<file path="src/rtl/dsp_mac_sequencer_pkg.sv">
// -----------------------------------------------------------------------------
// dsp_mac_sequencer_pkg
// Shared definitions for the DSP48A1 dot-product sequencer:
//   - OPMODE constants driven to the slice
//   - 2-bit FSM state encoding
//   - per-stage tag layout {vld, first, last}
//   - latency helper: L = IN_REGS + MREG + 1
// -----------------------------------------------------------------------------
package dsp_mac_sequencer_pkg;

    // X = M, Z = 0 : P <= M (start of a new vector)
    localparam logic [7:0] OPM_LOAD_M = 8'h01;
    // X = M, Z = P : P <= P + M (accumulate)
    localparam logic [7:0] OPM_ACC_M  = 8'h09;

    typedef enum logic [1:0] {
        ST_IDLE  = 2'd0,
        ST_ACCUM = 2'd1,
        ST_DRAIN = 2'd2,
        ST_HOLD  = 2'd3
    } state_t;

    // Control tag that travels alongside each operand pair through the slice.
    typedef struct packed {
        logic vld;    // a real element occupies this stage (0 = bubble)
        logic first;  // element 0 of the vector: load P instead of accumulating
        logic last;   // final element of the vector
    } tag_t;

    // Cycles from accept (stage 0) up to and including the P-capture edge.
    function automatic int seq_latency(input int in_regs, input int mreg);
        return in_regs + mreg + 1;
    endfunction

endpackage

</file>
<file path="src/rtl/dsp_mac_sequencer_tag_pipe.sv">
// -----------------------------------------------------------------------------
// dsp_tag_pipe
// Tag shift register that mirrors the slice's A/B/M register stages so the
// control tag of an element arrives at the P stage together with its product.
// Ports:
//   clk, rst_n  clock, asynchronous active-low reset
//   tag_in      tag at stage 0 (combinational from accept)
//   tag_out     tag at stage STAGES (i.e. stage L-1); tag_in when STAGES = 0
// -----------------------------------------------------------------------------
module dsp_tag_pipe
    import dsp_mac_sequencer_pkg::*;
#(
    parameter int STAGES = 2
) (
    input  logic clk,
    input  logic rst_n,
    input  tag_t tag_in,
    output tag_t tag_out
);

    if (STAGES == 0) begin : g_pass
        // L = 1: the product reaches P on the accept edge, no delay needed.
        logic w_unused;
        assign w_unused = clk ^ rst_n;
        assign tag_out  = tag_in;
    end else begin : g_regs
        tag_t r_stage [STAGES];

        // NOTE: this array is reset on purpose -- a stale vld bit after reset
        // would pulse CEP and fold an in-flight product into the next result.
        // NOTE: non-blocking assignments make every stage sample its
        // neighbour's pre-edge value, which is what makes this a shift register.
        always_ff @(posedge clk or negedge rst_n) begin
            if (!rst_n) begin
                for (int i = 0; i < STAGES; i++) r_stage[i] <= '0;
            end else begin
                r_stage[0] <= tag_in;
                for (int i = 1; i < STAGES; i++) r_stage[i] <= r_stage[i-1];
            end
        end

        assign tag_out = r_stage[STAGES-1];
    end

endmodule

</file>
<file path="src/rtl/dsp_mac_sequencer.sv">
// -----------------------------------------------------------------------------
// dsp_mac_sequencer
// Control side of a DSP48A1 slice used as a dot-product MAC, P = sum A[i]*B[i].
// Operand data is wired straight to the slice; this block handles the stream
// handshake, per-element OPMODE, CEP, RSTP and hand-off of the finished result.
// Slice assumptions: OPMODEREG=0, PREG=1, IN_REGS A/B stages, MREG as given.
// Ports:
//   s_valid/s_last/s_ready  operand-pair stream (data sits on slice A/B)
//   dsp_opmode/dsp_cep/dsp_rstp  slice controls, aligned to the P-capture cycle
//   m_valid/m_ready         result handshake; slice P holds the dot product
//   res_len/len_sat         element count of the finished vector, saturation
// -----------------------------------------------------------------------------
module dsp_mac_sequencer
    import dsp_mac_sequencer_pkg::*;
#(
    parameter int IN_REGS = 1,
    parameter int MREG    = 1,
    parameter int CNT_W   = 10
) (
    input  logic             clk,
    input  logic             rst_n,
    input  logic             s_valid,
    input  logic             s_last,
    output logic             s_ready,
    output logic [7:0]       dsp_opmode,
    output logic             dsp_cep,
    output logic             dsp_rstp,
    output logic             m_valid,
    input  logic             m_ready,
    output logic [CNT_W-1:0] res_len,
    output logic             len_sat
);

    localparam int               L       = seq_latency(IN_REGS, MREG);
    localparam logic [CNT_W-1:0] CNT_MAX = {CNT_W{1'b1}};
    localparam logic [CNT_W-1:0] CNT_ONE = CNT_W'(1);
    // With L = 1 the product is written to P on the accept edge itself, so an
    // accept during the RSTP cycle would be wiped; hold off until RSTP drops.
    localparam bit               READY_WAITS_RSTP = (L == 1);
    // Where the FSM goes once s_last is accepted.
    localparam state_t           ST_AFTER_LAST = (L == 1) ? ST_HOLD : ST_DRAIN;

    state_t           r_state;
    state_t           w_state_nxt;
    tag_t             w_tag_in;
    tag_t             w_tag_p;
    logic             w_ready;
    logic             w_accept;
    logic             r_rstp;
    logic [CNT_W-1:0] r_cnt;
    logic             r_len_sat;

    // ---------------------------------------------------------------- accept
    assign w_ready  = ((r_state == ST_IDLE) || (r_state == ST_ACCUM))
                      && !(READY_WAITS_RSTP && r_rstp);
    assign w_accept = s_valid && w_ready;

    assign w_tag_in = '{vld:   w_accept,
                        first: w_accept && (r_state == ST_IDLE),
                        last:  w_accept && s_last};

    dsp_tag_pipe #(
        .STAGES (L - 1)
    ) u_tag_pipe (
        .clk     (clk),
        .rst_n   (rst_n),
        .tag_in  (w_tag_in),
        .tag_out (w_tag_p)
    );

    // ------------------------------------------------------------------- FSM
    always_ff @(posedge clk or negedge rst_n) begin
        if (!rst_n) r_state <= ST_IDLE;
        else        r_state <= w_state_nxt;
    end

    // NOTE: the default assignment first guarantees every path assigns
    // w_state_nxt, so no latch is inferred.
    always_comb begin
        w_state_nxt = r_state;
        case (r_state)
            ST_IDLE: begin
                if (w_accept) w_state_nxt = s_last ? ST_AFTER_LAST : ST_ACCUM;
            end
            ST_ACCUM: begin
                if (w_accept && s_last) w_state_nxt = ST_AFTER_LAST;
            end
            ST_DRAIN: begin
                // The last product is captured into P on this edge.
                if (w_tag_p.vld && w_tag_p.last) w_state_nxt = ST_HOLD;
            end
            ST_HOLD: begin
                if (m_ready) w_state_nxt = ST_IDLE;
            end
            default: w_state_nxt = ST_IDLE;
        endcase
    end

    // ------------------------------------------------------- element counter
    always_ff @(posedge clk or negedge rst_n) begin
        if (!rst_n) begin
            r_cnt     <= '0;
            r_len_sat <= 1'b0;
        end else if (w_accept) begin
            if (r_state == ST_IDLE) begin
                r_cnt     <= CNT_ONE;
                r_len_sat <= 1'b0;
            end else if (r_cnt == CNT_MAX) begin
                // Count sticks at max; accumulation in the slice carries on.
                r_len_sat <= 1'b1;
            end else begin
                r_cnt <= r_cnt + CNT_ONE;
            end
        end
    end

    // RSTP is held through reset and for the first clock after release, so P
    // is cleared by a real clock edge before any product can land.
    always_ff @(posedge clk or negedge rst_n) begin
        if (!rst_n) r_rstp <= 1'b1;
        else        r_rstp <= 1'b0;
    end

    // ---------------------------------------------------------------- outputs
    assign s_ready    = w_ready;
    assign dsp_cep    = w_tag_p.vld;
    assign dsp_opmode = (w_tag_p.vld && w_tag_p.first) ? OPM_LOAD_M : OPM_ACC_M;
    assign dsp_rstp   = r_rstp;
    assign m_valid    = (r_state == ST_HOLD);
    assign res_len    = r_cnt;
    assign len_sat    = r_len_sat;

endmodule
</file>
<file path="config.mk">
export PLATFORM = sky130hd
export DESIGN_NAME = dsp_mac_sequencer
export DESIGN_NICKNAME = d
export VERILOG_FILES = /design/src/rtl/dsp_mac_sequencer_pkg.sv /design/src/rtl/dsp_mac_sequencer_tag_pipe.sv /design/src/rtl/dsp_mac_sequencer.sv
export SDC_FILE = /design/constraint.sdc
export NUM_CORES = 1
export LEC_CHECK = 0
export ABC_AREA = 1
export BUFFER_PORTS_ARGS = -buffer_cell sky130_fd_sc_hd__clkbuf_2
export CORE_MARGIN = 1
export CORE_UTILIZATION = 37
export CTS_BUF_LIST = sky130_fd_sc_hd__clkbuf_4
export DETAILED_ROUTE_END_ITERATION = 7
export PLACE_DENSITY = 0.62
export SETUP_SLACK_MARGIN = 0.2
export SLEW_MARGIN = 20
export SYNTH_ARGS = -nofsm -noshare
export SYNTH_HDL_FRONTEND = slang
export SYNTH_HIERARCHICAL = 1
export SYNTH_SLANG_ARGS = --single-unit
</file>
<file path="constraint.sdc">
create_clock -name clk -period 2.7 [get_ports clk]
set_input_delay 0.675 -clock clk [delete_from_list [all_inputs] [get_ports clk]]
set_output_delay 0.675 -clock clk [all_outputs]
set_load 0.03 [all_outputs]
</file>
# After elaboration in Yosys (flattened, before gate mapping)
# Index checks and enable logic that the tools add are counted.
# Widths: inputs -> output; s select.
# word_totals
memories,0
ff_bits,20
ram_bits,0
latchBits,0
in_bits,5
mem_bits_ro,0
# classes
shift,0
mux,11
order_cmp,0
n_reduce_logical,11
multipliers,0
eq_ne,9
bitwise_logic,0
n_div,0
n_addsub,1
# ops
cell,n
$mux 10,2
$add 10x1->10 const B,1
$eq 10x10->1 const B,1
$mux 2,5
$pmux 2 s4,1
$ne 2x2->1 const B,3
$logic_and 1x1->1,5
$eq 2x2->1 const B,2
$mux 4,1
$ne 2x1->1 const B,2
$reduce_and 2->1,2
$reduce_and 4->1,1
$eq 2x1->1 const B,1
$logic_not 2->1,1
$mux 1,2
$reduce_bool 2->1,1
$logic_or 1x1->1,1

# Longest topological paths before layout
# Gate-level depths: netlist (run 1).
# logic_depth
depth_word,6
depth_mapped,10
ltp_nobuf,10

# Modules after synthesis
# Netlist (run 1), hierarchy kept.
# modules_own_cells
module,instances,area_per_inst_um2,cells_per_inst
dsp_mac_sequencer,1,1022.2,136
dsp_tag_pipe,1,172.7,9

# Worst setup path after synthesis (run 1)
# Ideal clock, no wire load.
# synth_timing
path_type,reg-to-reg
from,reg r_state[0]
to,reg r_cnt[6] (netlist: res_len[6])
arrival_ps,1533
path_buffers,1
setup_slack_ps,1047
path_stages_with_launch,11
cell_sequence,dfrtp_1 -> inv_1 -> ha_1 -> inv_2 -> nand2_1 -> nand2_1 -> inv_2 -> nand2_4 -> buf_12 -> nand3_1 -> o21ai_2
# synth_between
elab_chain_len,4
word_cells_on_any_way,7
classes_between,eq/ne (2); mux (1); reduce/logical (4)
# synth_lines
element,line_no,source
from (decl),dsp_mac_sequencer.sv:43,state_t r_state;
from (signal assigned),dsp_mac_sequencer.sv:74,else r_state <= w_state_nxt;
$eq 2x1->1 or $logic_not 2->1 (tied branches),dsp_mac_sequencer.sv:54,assign w_ready = ((r_state == ST_IDLE) || (r_state == ST_ACCUM))
$logic_or 1x1->1 (*),dsp_mac_sequencer.sv:54,
via s_ready,dsp_mac_sequencer.sv:24,"output logic s_ready,"
$logic_and 1x1->1 (*),dsp_mac_sequencer.sv:56,assign w_accept = s_valid && w_ready;
via w_accept,dsp_mac_sequencer.sv:48,logic w_accept;
$reduce_and 2->1 (no line) (*),n/a,
to (signal assigned),dsp_mac_sequencer.sv:112,r_cnt <= r_cnt + CNT_ONE;
to (decl),dsp_mac_sequencer.sv:50,logic [CNT_W-1:0] r_cnt;
# Mark *: on every way through the listed nets, which the timed path passes. The rest lies on a longest branch.
# A chain may end at the register's enable or synchronous reset.

# Final worst setup path (run 1)
# layout_timing
from,reg r_state[0]
to,out s_ready
# layout_between
elab_chain_len,2
word_cells_on_any_way,3
classes_between,eq/ne (1); reduce/logical (2)
# layout_lines
element,line_no
$eq 2x1->1 or $logic_not 2->1 (tied branches),dsp_mac_sequencer.sv:54
$logic_or 1x1->1 (*),dsp_mac_sequencer.sv:54
to (decl),dsp_mac_sequencer.sv:24
# Mark *: on every way between the ends. The rest lies on a longest branch, timed or not.

==> results of run 1 <==
==> where the power goes <==
part	total (mW)	internal, mW	switching [mW]
clock network	0.245	0.150	0.0952
registers	0.434	0.373	0.0608
logic	0.568	0.160	0.408
==> state kept, by name, indices dropped and copies added (netlist names) <==
| name | flops |
|---|---|
| r_state | 2 |
| dsp_rstp | 1 |
| u_tag_pipe/tag_out | 3 |
| res_len | 10 |
| len_sat | 1 |
| u_tag_pipe/g_regs.r_stage | 3 |
==> final cells by class <==
type | instances | area [um^2]
timing repair buffer | 20 | 100
tap | 44 | 55.1
fill | 310 | 1730
sequential | 20 | 502
clock inverter | 1 | 30.0
clock buffer | 3 | 22.5
multi-input combinational | 103 | 554
inverter | 15 | 56.3
==> metal layers <==
| layer | track usage, % | wire (um) | vias to the layer above |
|---|---|---|---|
| li1 | - | - | 474 |
| met1 | 16.9 | 940 | 450 |
| met2 | 23.5 | 1050 | 27 |
| met3 | 1.98 | 86 | 2 |
| met4 | 7.14 | 26 | 0 |
| met5 | 0 | 0 | - |
==> worst min path at each step <==
stage / depth (start not counted) / end / from
floorplan: 0 / u_tag_pipe/tag_out[0]$_DFF_PN0_ / u_tag_pipe/g_regs.r_stage[3]$_DFF_PN0_
global placement: 0 / u_tag_pipe/tag_out[0]$_DFF_PN0_ / u_tag_pipe/g_regs.r_stage[3]$_DFF_PN0_
detailed placement: 0 / u_tag_pipe/tag_out[1]$_DFF_PN0_ / u_tag_pipe/g_regs.r_stage[4]$_DFF_PN0_
CTS: 1 / res_len[7]$_DFFE_PN0P_ / rst_n
global route: 1 / res_len[7]$_DFFE_PN0P_ / rst_n
finish: 1 / res_len[7]$_DFFE_PN0P_ / rst_n
==> through the flow <==
stage | worst slack [ns] | util [%] | cell area [um^2] | instances | hold slack [ns]
after detailed placement | 0.841 | 41.5 | 1270 | 202 | 0.339
final | 0.519 | 43.2 | 1320 | 206 | 0.318
after floorplan | 1.05 | - | 1220 | 151 | 0.331
after global placement | 0.907 | 41.5 | 1270 | 202 | 0.337
after CTS | 0.498 | 43.2 | 1320 | 206 | 0.327
after global routing | 0.381 | 43.2 | 1320 | 206 | 0.336
==> critical path, stage by stage, from the launching register on <==
cell      delay, ns
dfrtp_1        0.41
inv_1          0.10
ha_1           0.24
inv_2          0.18
nand2_1        0.09
clkbuf_2       0.19
==> logic make-up after synthesis <==
family / synth area share [%]
adders and majority gates: 6.28
AOI/OAI and AO/OA: 7.02
DFF: 42.0
and+or+nand+nor: 29.8
other: 0.629
buffers and inverters: 13.5
xor gates and xnor gates: 0.733
==> cell usage in the layout, fill, tap and decap left out, drive strengths merged <==
| cell | Yosys | final |
|---|---|---|
| xor2 | 1 | 1 |
| clkbuf | 0 | 23 |
| nor3 | 1 | 1 |
| nor2 | 16 | 16 |
| dfrtp | 19 | 19 |
| dfstp | 1 | 1 |
| a21oi | 4 | 4 |
| nand3 | 16 | 16 |
| conb | 2 | 8 |
| o22ai | 1 | 1 |
| ha | 6 | 6 |
| o21ai | 10 | 10 |
| inv | 15 | 15 |
| nand2 | 40 | 40 |
| bufinv | 0 | 1 |
==> key figures, run 1 <==
Global route
  – All-layer global routing usage: 13.8%
  – Global-route wire length before repair: 3.63 mm
  – Vias in the first global route: 882
  – Largest net degree at the start of global routing: 21
  – Global route overflow: 0
  – Number of antenna violations at the first check in global routing: 0

STA
  – Post-layout min period: 2.18 ns
  – Unrepaired setup endpoints after global routing: no
  – Final Max Tran Viols: 0
  – Max Clock Skew: 0.00107 ns
  – Final sum of negative setup slack: 0 ns
  – Achievable Freq: 458 MHz
  – Fin crit share: 80.8%
  – Slew at the pin closest to its max-slew limit: 0.510 ns
  – Final Hold Viols: 0
  – Setup-violating endpoint count in the final report: 0
  – Max_slew headroom: 66.0%

Synthesis
  – Most instantiated flip-flop cell in the synthesis netlist: dfrtp_1
  – Synth area leaders: dfrtp_1 40%, nand2_1 11%, buf_4 6.3%, ha_1 6.3%, nand3_1 6.3%
  – Fraction of registers with async set or reset after synthesis: 100%
  – Number of enable flip-flop cells after synthesis: 0
  – Number of warnings reported in the yosys synthesis log: 6
  – Count of state elements after synthesis: 20
  – Top cell type by total area after synthesis: dfrtp_1
  – Library cells used by synthesis: 25
  – Cell count after synthesis: 145
  – Part of the Yosys area used for sequential elements: 42.0%
  – Post-synth top cells: 35 x nand2_1, 19 x dfrtp_1, 15 x nand3_1
  – Most common cell in the synthesized netlist: nand2_1
  – Syn Std Cell Area: 1190 um^2
  – Fraction of synthesized cell area taken by the top area cell type: 39.8%
  – Average instance area after synthesis: 8.24 um^2

Route
  – Iteration count of the initial detailed-routing pass: 6
  – # DRC: 0
  – Detailed-route wire length per cell: 10.2 um
  – Overall via count from detail_route: 953
  – Count of routing violations after the opening detailed-route iteration: 44
  – Wirelength, routed: 2.11 mm
  – Remaining antenna violation count: 0
  – Vias per inst: 4.63

Clock tree
  – Number of buffers inserted during clock tree synthesis: 3
  – Root Driver: clkbuf_4
  – Cts hold-fix bufs: 0
  – Clk sinks: 20
  – Clock transition at the registers of the reported paths: 0.12 ns
  – Post-CTS setup repair buffer count: 0
  – Maximum count of clock buffers along a single path: 2
  – H-tree Lvls: 1
  – Post-cts gate resize count: 0
  – TritonCTS clock tree: done
  – Clock latency on the worst-skew pair: 0.30 ns

Critical path
  – Critical path arrival: 1.51 ns
  – Start-to-end type of the worst setup path: flip-flop to output port
  – Critical path endpoint category: output port
  – Critical path capture point: s_ready
  – Depth of the most critical reg-to-reg path: 10
  – Setup crit start kind: flip-flop
  – Reg2Reg Capture Point: res_len[3]$_DFFE_PN0P_
  – Worst setup path startpoint: r_state[0]$_DFFE_PN0P_
  – Required time at the endpoint of the critical path: 2.03 ns
  – Maximum fanout encountered on the critical timing path: 12
  – R2R setup slack: 0.95 ns
  – Source of the worst register-to-register timing path: r_state[0]$_DFFE_PN0P_

Place
  – Port Buffers: 20
  – Post-detail-place hpwl: 1.58 mm
  – Routability cong.: 0.862

Layout
  – Fraction of final layout cells sized beyond drive strength 1: 24.1%
  – Antenna diodes: 0
  – Layout overhead on the synthesized area: 10.5%
  – Number of nets in the final layout: 174

Pwr
  – Pwr dens: 945 nW/um^2
  – Leak Pwr: 0.721 nW
  – Max VDD drop: 0.383 mV
  – Final Power: 1.25 mW

Outcome
  – Run status: completed

Die
  – Area of the core: 3050 um^2
  – Floorplan row count: 20
  – Die X: 58.8 um
  – Initial cell density of the core: 39.1%
  – Height of the chip: 58.8 um
  – Die footprint: 3460 um^2
  – Number of I/O pins: 28

Hold path
  – Tightest Hold Check Type: input pin to asynchronous set/reset pin

Job
  – Max-Cap Viols: 0
No activity file was read; power rests on OpenSTA's default activity.
==> inputs of run 2 (changes only) <==
- PLACE_DENSITY: 0.62 -> 0.64
- clock period: 2.7 -> 1.94 ns (I/O delays scaled with it)
==> run 2 against run 1 <==
Against the previous run: die area unchanged; via count grew 0.94%; flip-flop and latch count stayed put; critical path depth unchanged; utilization rose by 2.4 points; sequential share of layout area fell by 2.0 points; cell count grew 2.9%; clock power fell by 19%; sequential power increased by 38%; setup slack worse by 0.30 ns; register-to-register slack got worse by 0.63 ns; critical endpoint unchanged; non-clock buffer count up 6.
==> key figures, run 2 (synthesis gave the netlist of run 1 again) <==
Clock tree
  – Maximum count of clock buffers along a single path: 2 (unchanged)
  – Clock transition at the registers of the reported paths: 0.11 ns (was 0.12 ns)
  – Number of buffers inserted during clock tree synthesis: 3 (unchanged)
  – Cts hold-fix bufs: 0 (unchanged)
  – H-tree Lvls: 1 (unchanged)
  – TritonCTS clock tree: done (unchanged)
  – Clk sinks: 20 (unchanged)
  – Clock latency on the worst-skew pair: 0.30 ns (about the same)
  – Root Driver: clkbuf_4 (unchanged)

Route
  – Overall via count from detail_route: 962 (was 953)
  – Detailed-route wire length per cell: 10.7 um (was 10.2 um)
  – Wirelength, routed: 2.28 mm (was 2.11 mm)
  – Count of routing violations after the opening detailed-route iteration: 27 (was 44)
  – Iteration count of the initial detailed-routing pass: 4 (was 6)
  – Vias per inst: 4.54 (was 4.63)
  – # DRC: 0 (unchanged)
  – Remaining antenna violation count: 0 (unchanged)

Critical path
  – Largest stage delay on the critical path: 0.41 ns (about the same)
  – Source of the worst register-to-register timing path: r_state[0]$_DFFE_PN0P_ (unchanged)
  – Cell with the largest stage delay on the worst path: dfrtp_1 (unchanged)
  – Required time at the endpoint of the critical path: 1.45 ns (was 2.03 ns)
  – R2R setup slack: 0.32 ns (was 0.95 ns)
  – Depth of the most critical reg-to-reg path: 11 (was 10)
  – Setup crit start kind: flip-flop (unchanged)
  – Top delay family on crit path: flip-flops (was buffers and inverters)
  – Maximum fanout encountered on the critical timing path: 3 (was 12)
  – Cell Chain, Critical Path: inv_2 > ha_4 > inv_8 > nand2_2 > buf_8 (was inv_1 > ha_1 > inv_2 > nand2_1 > clkbuf_2)
  – Critical path endpoint category: output port (unchanged)
  – Start-to-end type of the worst setup path: flip-flop to output port (unchanged)
  – Buf+Inv Stages, Crit Path: 3 (unchanged)
  – Reg2Reg Capture Point: res_len[4]$_DFFE_PN0P_ (was res_len[3]$_DFFE_PN0P_)
  – Critical path arrival: 1.24 ns (was 1.51 ns)
  – Worst setup path startpoint: r_state[1]$_DFFE_PN0P_ (was r_state[0]$_DFFE_PN0P_)

STA
  – Post-layout min period: 1.72 ns
  – Setup-violating endpoint count in the final report: 0 (unchanged)
  – Final Hold Viols: 0 (unchanged)
  – Unrepaired setup endpoints after global routing: yes (was no)
  – Achievable Freq: 581 MHz
  – Final Max Tran Viols: 0 (unchanged)
  – Max Clock Skew: 0.00656 ns (was 0.00107 ns)
  – Final setup margin: 0.218 ns (was 0.519 ns)
  – Fin crit share: 88.8%
  – Final sum of negative setup slack: 0 ns (unchanged)

Global route
  – Global route overflow: 0 (unchanged)
  – Largest net degree at the start of global routing: 21 (unchanged)
  – All-layer global routing usage: 14.9% (was 13.8%)
  – Vias in the first global route: 861 (was 882)
  – Global-route wire length before repair: 3.91 mm (was 3.63 mm)
  – Number of antenna violations at the first check in global routing: 0 (unchanged)

Layout
  – Utilization after layout: 45.7% (was 43.2%)
  – Fraction of final layout cells sized beyond drive strength 1: 29.8% (was 24.1%)
  – Antenna diodes: 0 (unchanged)
  – Post-layout instance area: 1390 um^2 (was 1320 um^2)
  – Most frequent standard cell in the layout excluding fill and tap cells: nand2_1 (unchanged)
  – Layout overhead on the synthesized area: 16.6% (was 10.5%)
  – Highest-count cells in the layout ignoring fill and taps: 34 x nand2_1, 19 x dfrtp_1, 18 x clkbuf_2 (was 35 x nand2_1, 20 x clkbuf_2, 19 x dfrtp_1)
  – Number of nets in the final layout: 180 (was 174)
  – Final standard cell count with taps included and fillers excluded: 212 (was 206)
  – Largest register FFs: 10 (unchanged)

Place
  – Routability cong.: 0.780 (was 0.862)
  – Post-DP Area: 1270 um^2 (unchanged)
  – Port Buffers: 20 (unchanged)
  – # placed instances: 202 (unchanged)
  – Post-detail-place hpwl: 1.64 mm (was 1.58 mm)
  – Pre-CTS worst setup slack: 0.229 ns (was 0.841 ns)

Pwr
  – Max VDD drop: 0.584 mV (was 0.383 mV)
  – Sw frac: 46.7% (was 45.2%)
  – Pwr dens: 1320 nW/um^2 (was 945 nW/um^2)
  – Combinational cell fraction of total power: 56.6% (was 45.6%)
  – Switching power total: 861 uW (was 564 uW)
  – Seq pwr share: 32.5% (was 34.8%)
  – Internal: 982 uW (was 683 uW)
  – Fraction of power consumed by the clock network: 10.8% (was 19.6%)
  – Leak Pwr: 0.745 nW (was 0.721 nW)

Die
  – Initial cell density of the core: 39.1% (unchanged)
  – Number of I/O pins: 28 (unchanged)
  – Die footprint: 3460 um^2 (unchanged)
  – Die X: 58.8 um (unchanged)
  – Height of the chip: 58.8 um (unchanged)
  – Floorplan row count: 20 (unchanged)
  – Area of the core: 3050 um^2 (unchanged)

Outcome
  – Run status: completed (unchanged)

Hold path
  – Tightest Hold Check Type: input pin to asynchronous set/reset pin (unchanged)

Job
  – Max-Cap Viols: 0 (unchanged)
[run 2: cell count changes in the layout (fill, tap and decap cells not counted), moves of 2 or more]
cell / delta
buf_4: +5
inv_1: -3
buf_6: +2
clkbuf_2: -2
ha_1: -2
ha_4: +2
inv_2: +2
[run 2: power by group through the flow]
stage	clock [mW]	sequential, mW	combinational (mW)
CTS	0.206	0.599	1.01
floorplan	0	0.677	0.614
global placement	0	0.605	0.776
finish	0.199	0.600	1.04
global route	0.235	0.612	1.16
detailed placement	0	0.615	0.796
[run 2: worst max-delay path by stage]
stage | endpoint | slack [ns] | depth (start not counted)
after floorplan | res_len[6]$_DFFE_PN0P_ | 0.29 | 10
after global placement | res_len[9]$_DFFE_PN0P_ | 0.32 | 10
after detailed placement | res_len[4]$_DFFE_PN0P_ | 0.23 | 10
after CTS | s_ready | 0.21 | 5
after global routing | s_ready | 0.17 | 5
final | s_ready | 0.22 | 5
[run 2: repair_timing]
action                                  in CTS  in global routing
endpoints found under the hold margin        0                  0
gates resized for setup                     14                  5
pin swaps                                    1                  3
endpoints found under the setup margin       1                  2
buffers inserted                             6                  0
[run 2: per-stage QoR]
stage                     power [mW]  hold WS, ns
after floorplan                 1.29        0.189
after global placement          1.38        0.333
after detailed placement        1.41        0.338
after CTS                       1.82        0.139
after global routing            2.00        0.136
final                           1.84        0.118
[run 2: per-layer routing]
| metal | GRT usage [%] | routed length, um | share of wire [%] | vias up |
|---|---|---|---|---|
| met2 | 23.2 | 1050 | 46 | 23 |
| met4 | 6.12 | 61 | 2.7 | 0 |
| li1 | - | - | - | 485 |
| met1 | 20.8 | 1080 | 48 | 447 |
| met5 | 0 | 0 | 0 | - |
| met3 | 1.98 | 82 | 3.6 | 7 |
[run 2: layout make-up]
cell class	instances	area [um^2]
Clock buffer	3	22.5
Clock inverter	1	3.75
Fill cell	311	1660
Inverter	15	63.8
Multi-Input combinational cell	103	582
Sequential cell	20	502
Tap cell	44	55.1
Timing Repair Buffer	26	165
==> inputs of run 3 (changes only) <==
- PLACE_DENSITY: 0.64 -> not set
- PLACE_DENSITY_LB_ADDON: not set -> 0.08
==> run 3 against run 2 <==
Against the previous run: utilization shrank 1.4 points; power shrank 5.8%; critical endpoint unchanged; cell count shrank 0.94%; hold slack gained 0.017 ns; non-clock buffer count shrank 2; highest routed layer unchanged.
==> key figures, run 3 (synthesis gave the netlist of run 1 again) <==
Pwr
  – Pwr dens: 1280 nW/um^2 (was 1320 nW/um^2)
  – Max VDD drop: 0.625 mV (was 0.584 mV)
  – Sw frac: 46.3% (was 46.7%)
  – Combinational cell fraction of total power: 53.7% (was 56.6%)
  – Leak Pwr: 0.731 nW (was 0.745 nW)
  – Seq pwr share: 34.5% (was 32.5%)
  – Fraction of power consumed by the clock network: 11.8% (was 10.8%)
  – Internal: 932 uW (was 982 uW)
  – Switching power total: 804 uW (was 861 uW)

Clock tree
  – Number of buffers inserted during clock tree synthesis: 3 (unchanged)
  – TritonCTS clock tree: done (unchanged)
  – Clock latency on the worst-skew pair: 0.29 ns (was 0.30 ns)
  – Root Driver: clkbuf_4 (unchanged)
  – Cts hold-fix bufs: 0 (unchanged)
  – Clk sinks: 20 (unchanged)
  – Maximum count of clock buffers along a single path: 2 (unchanged)
  – H-tree Lvls: 1 (unchanged)
  – Clock transition at the registers of the reported paths: 0.10 ns (was 0.11 ns)

STA
  – Post-layout min period: 1.70 ns (was 1.72 ns)
  – Final setup margin: 0.245 ns (was 0.218 ns)
  – Setup-violating endpoint count in the final report: 0 (unchanged)
  – Final Max Tran Viols: 0 (unchanged)
  – Fin crit share: 87.4% (was 88.8%)
  – Unrepaired setup endpoints after global routing: yes (unchanged)
  – Max Clock Skew: 0.00298 ns (was 0.00656 ns)
  – Final sum of negative setup slack: 0 ns (unchanged)
  – Achievable Freq: 590 MHz (was 581 MHz)
  – Hold Slack: 0.135 ns (was 0.118 ns)
  – Final Hold Viols: 0 (unchanged)

Critical path
  – R2R setup slack: 0.43 ns (was 0.32 ns)
  – Buf+Inv Stages, Crit Path: 2 (was 3)
  – Maximum fanout encountered on the critical timing path: 3 (unchanged)
  – Largest stage delay on the critical path: 0.42 ns (was 0.41 ns)
  – Cell with the largest stage delay on the worst path: dfrtp_1 (unchanged)
  – Source of the worst register-to-register timing path: r_state[0]$_DFFE_PN0P_ (unchanged)
  – Worst setup path startpoint: r_state[0]$_DFFE_PN0P_ (was r_state[1]$_DFFE_PN0P_)
  – Depth of the most critical reg-to-reg path: 9 (was 11)
  – Top delay family on crit path: flip-flops (unchanged)
  – Critical path capture point: s_ready (unchanged)
  – Critical path endpoint category: output port (unchanged)
  – Start-to-end type of the worst setup path: flip-flop to output port (unchanged)
  – Reg2Reg Capture Point: res_len[2]$_DFFE_PN0P_ (was res_len[4]$_DFFE_PN0P_)
  – Depth of the critical timing path with buffers and inverters included: 4 (was 5)
  – Setup crit start kind: flip-flop (unchanged)
  – Critical path arrival: 1.21 ns (was 1.24 ns)
  – Required time at the endpoint of the critical path: 1.45 ns (about the same)
  – Cell Chain, Critical Path: ha_1 > inv_1 > nand2_2 > buf_8 (was inv_2 > ha_4 > inv_8 > nand2_2 > buf_8)

Route
  – Uppermost signal routing layer after detailed routing: met4 (unchanged)
  – Count of routing violations after the opening detailed-route iteration: 13 (was 27)
  – Iteration count of the initial detailed-routing pass: 4 (unchanged)
  – Detailed-route wire length per cell: 10.6 um (was 10.7 um)
  – Wirelength, routed: 2.22 mm (was 2.28 mm)
  – Met2 wire length: 991 um (was 1.05 mm)
  – Overall via count from detail_route: 925 (was 962)
  – Sum of routed wire segments on met1: 1.08 mm (about the same)
  – Total length of routed met3 wires: 101 um (was 82 um)
  – Vias per inst: 4.40 (was 4.54)
  – # DRC: 0 (unchanged)
  – Remaining antenna violation count: 0 (unchanged)

Global route
  – Global route overflow: 0 (unchanged)
  – Vias in the first global route: 874 (was 861)
  – All-layer global routing usage: 14.4% (was 14.9%)
  – Global-route wire length before repair: 3.69 mm (was 3.91 mm)
  – Number of antenna violations at the first check in global routing: 0 (unchanged)
  – Largest net degree at the start of global routing: 21 (unchanged)

Place
  – Port Buffers: 20 (unchanged)
  – Routability cong.: 0.809 (was 0.780)
  – Pre-CTS worst setup slack: 0.382 ns (was 0.229 ns)
  – Post-detail-place hpwl: 1.62 mm (was 1.64 mm)

Die
  – Number of I/O pins: 28 (unchanged)
  – Die footprint: 3460 um^2 (unchanged)
  – Initial cell density of the core: 39.1% (unchanged)
  – Floorplan row count: 20 (unchanged)
  – Area of the core: 3050 um^2 (unchanged)
  – Die X: 58.8 um (unchanged)
  – Height of the chip: 58.8 um (unchanged)

Layout
  – Layout overhead on the synthesized area: 13.1% (was 16.6%)
  – Utilization after layout: 44.3% (was 45.7%)
  – Highest-count cells in the layout ignoring fill and taps: 34 x nand2_1, 19 x dfrtp_1, 18 x clkbuf_2 (unchanged)
  – Largest register FFs: 10 (unchanged)
  – Number of nets in the final layout: 178 (was 180)
  – Fraction of final layout cells sized beyond drive strength 1: 28.9% (was 29.8%)
  – Most frequent standard cell in the layout excluding fill and tap cells: nand2_1 (unchanged)
  – Antenna diodes: 0 (unchanged)

Job
  – Max-Cap Viols: 0 (unchanged)

Outcome
  – Run status: completed (unchanged)

Hold path
  – Tightest Hold Check Type: input pin to asynchronous set/reset pin (unchanged)
run 3: repair_timing:
item                       in CTS  in global routing
setup endpoints to repair       1                  2
gates resized for setup         5                  7
buffers inserted                3                  0
gates cloned                    0                  0
pin swaps                       1                  0
run 3: power by group through the flow:
stage	Combinational, mW	Sequential (mW)	Clock (mW)
2_1_floorplan	0.614	0.677	0
3_3_place_gp	0.816	0.606	0
3_5_place_dp	0.815	0.612	0
4_1_cts	0.902	0.599	0.222
5_1_grt	1.03	0.619	0.245
6_report	0.932	0.599	0.205
run 3: layout make-up:
cell class | count | area (um^2)
fill | 332 | 1700
inverter | 15 | 56.3
timing repair buffer | 24 | 146
clock buffer | 4 | 30.0
tap | 44 | 55.1
sequential | 20 | 502
multi-input combinational | 103 | 562
run 3: worst register-to-register path, stage by stage, from the launching register on:
cell	delay [ns]
dfrtp_1	0.42
ha_1	0.23
inv_1	0.07
nand2_2	0.07
nand2_1	0.14
inv_2	0.07
nand2_4	0.15
nand2_4	0.11
nand2_1	0.08
nand2_1	0.06
run 3: metrics by stage:
stage | total power, mW | std cells | area [um^2]
6_report | 1.74 | 210 | 1350
5_1_grt | 1.89 | 210 | 1350
4_1_cts | 1.72 | 210 | 1340
3_5_place_dp | 1.43 | 203 | 1270
3_3_place_gp | 1.42 | 203 | 1270
2_1_floorplan | 1.29 | 151 | 1220
run 3: worst min path at each step:
stage          slack, ns  cells past startpoint                                     end                              startpoint
6_report            0.13                      1         u_tag_pipe/tag_out[0]$_DFF_PN0_                                   rst_n
5_1_grt             0.15                      1                  r_state[0]$_DFFE_PN0P_                                   rst_n
4_1_cts             0.14                      1  u_tag_pipe/g_regs.r_stage[3]$_DFF_PN0_                                   rst_n
3_5_place_dp        0.34                      0         u_tag_pipe/tag_out[2]$_DFF_PN0_  u_tag_pipe/g_regs.r_stage[5]$_DFF_PN0_
3_3_place_gp        0.33                      0         u_tag_pipe/tag_out[2]$_DFF_PN0_  u_tag_pipe/g_regs.r_stage[5]$_DFF_PN0_
2_1_floorplan       0.19                      0                     len_sat$_DFFE_PN0P_                                   rst_n
run 3: routing by layer:
metal  track usage (%)  up-vias
met1              17.9      414
met3              5.27        4
li1                  -      481
met2              23.5       26
met5                 0        -
met4              4.08        0
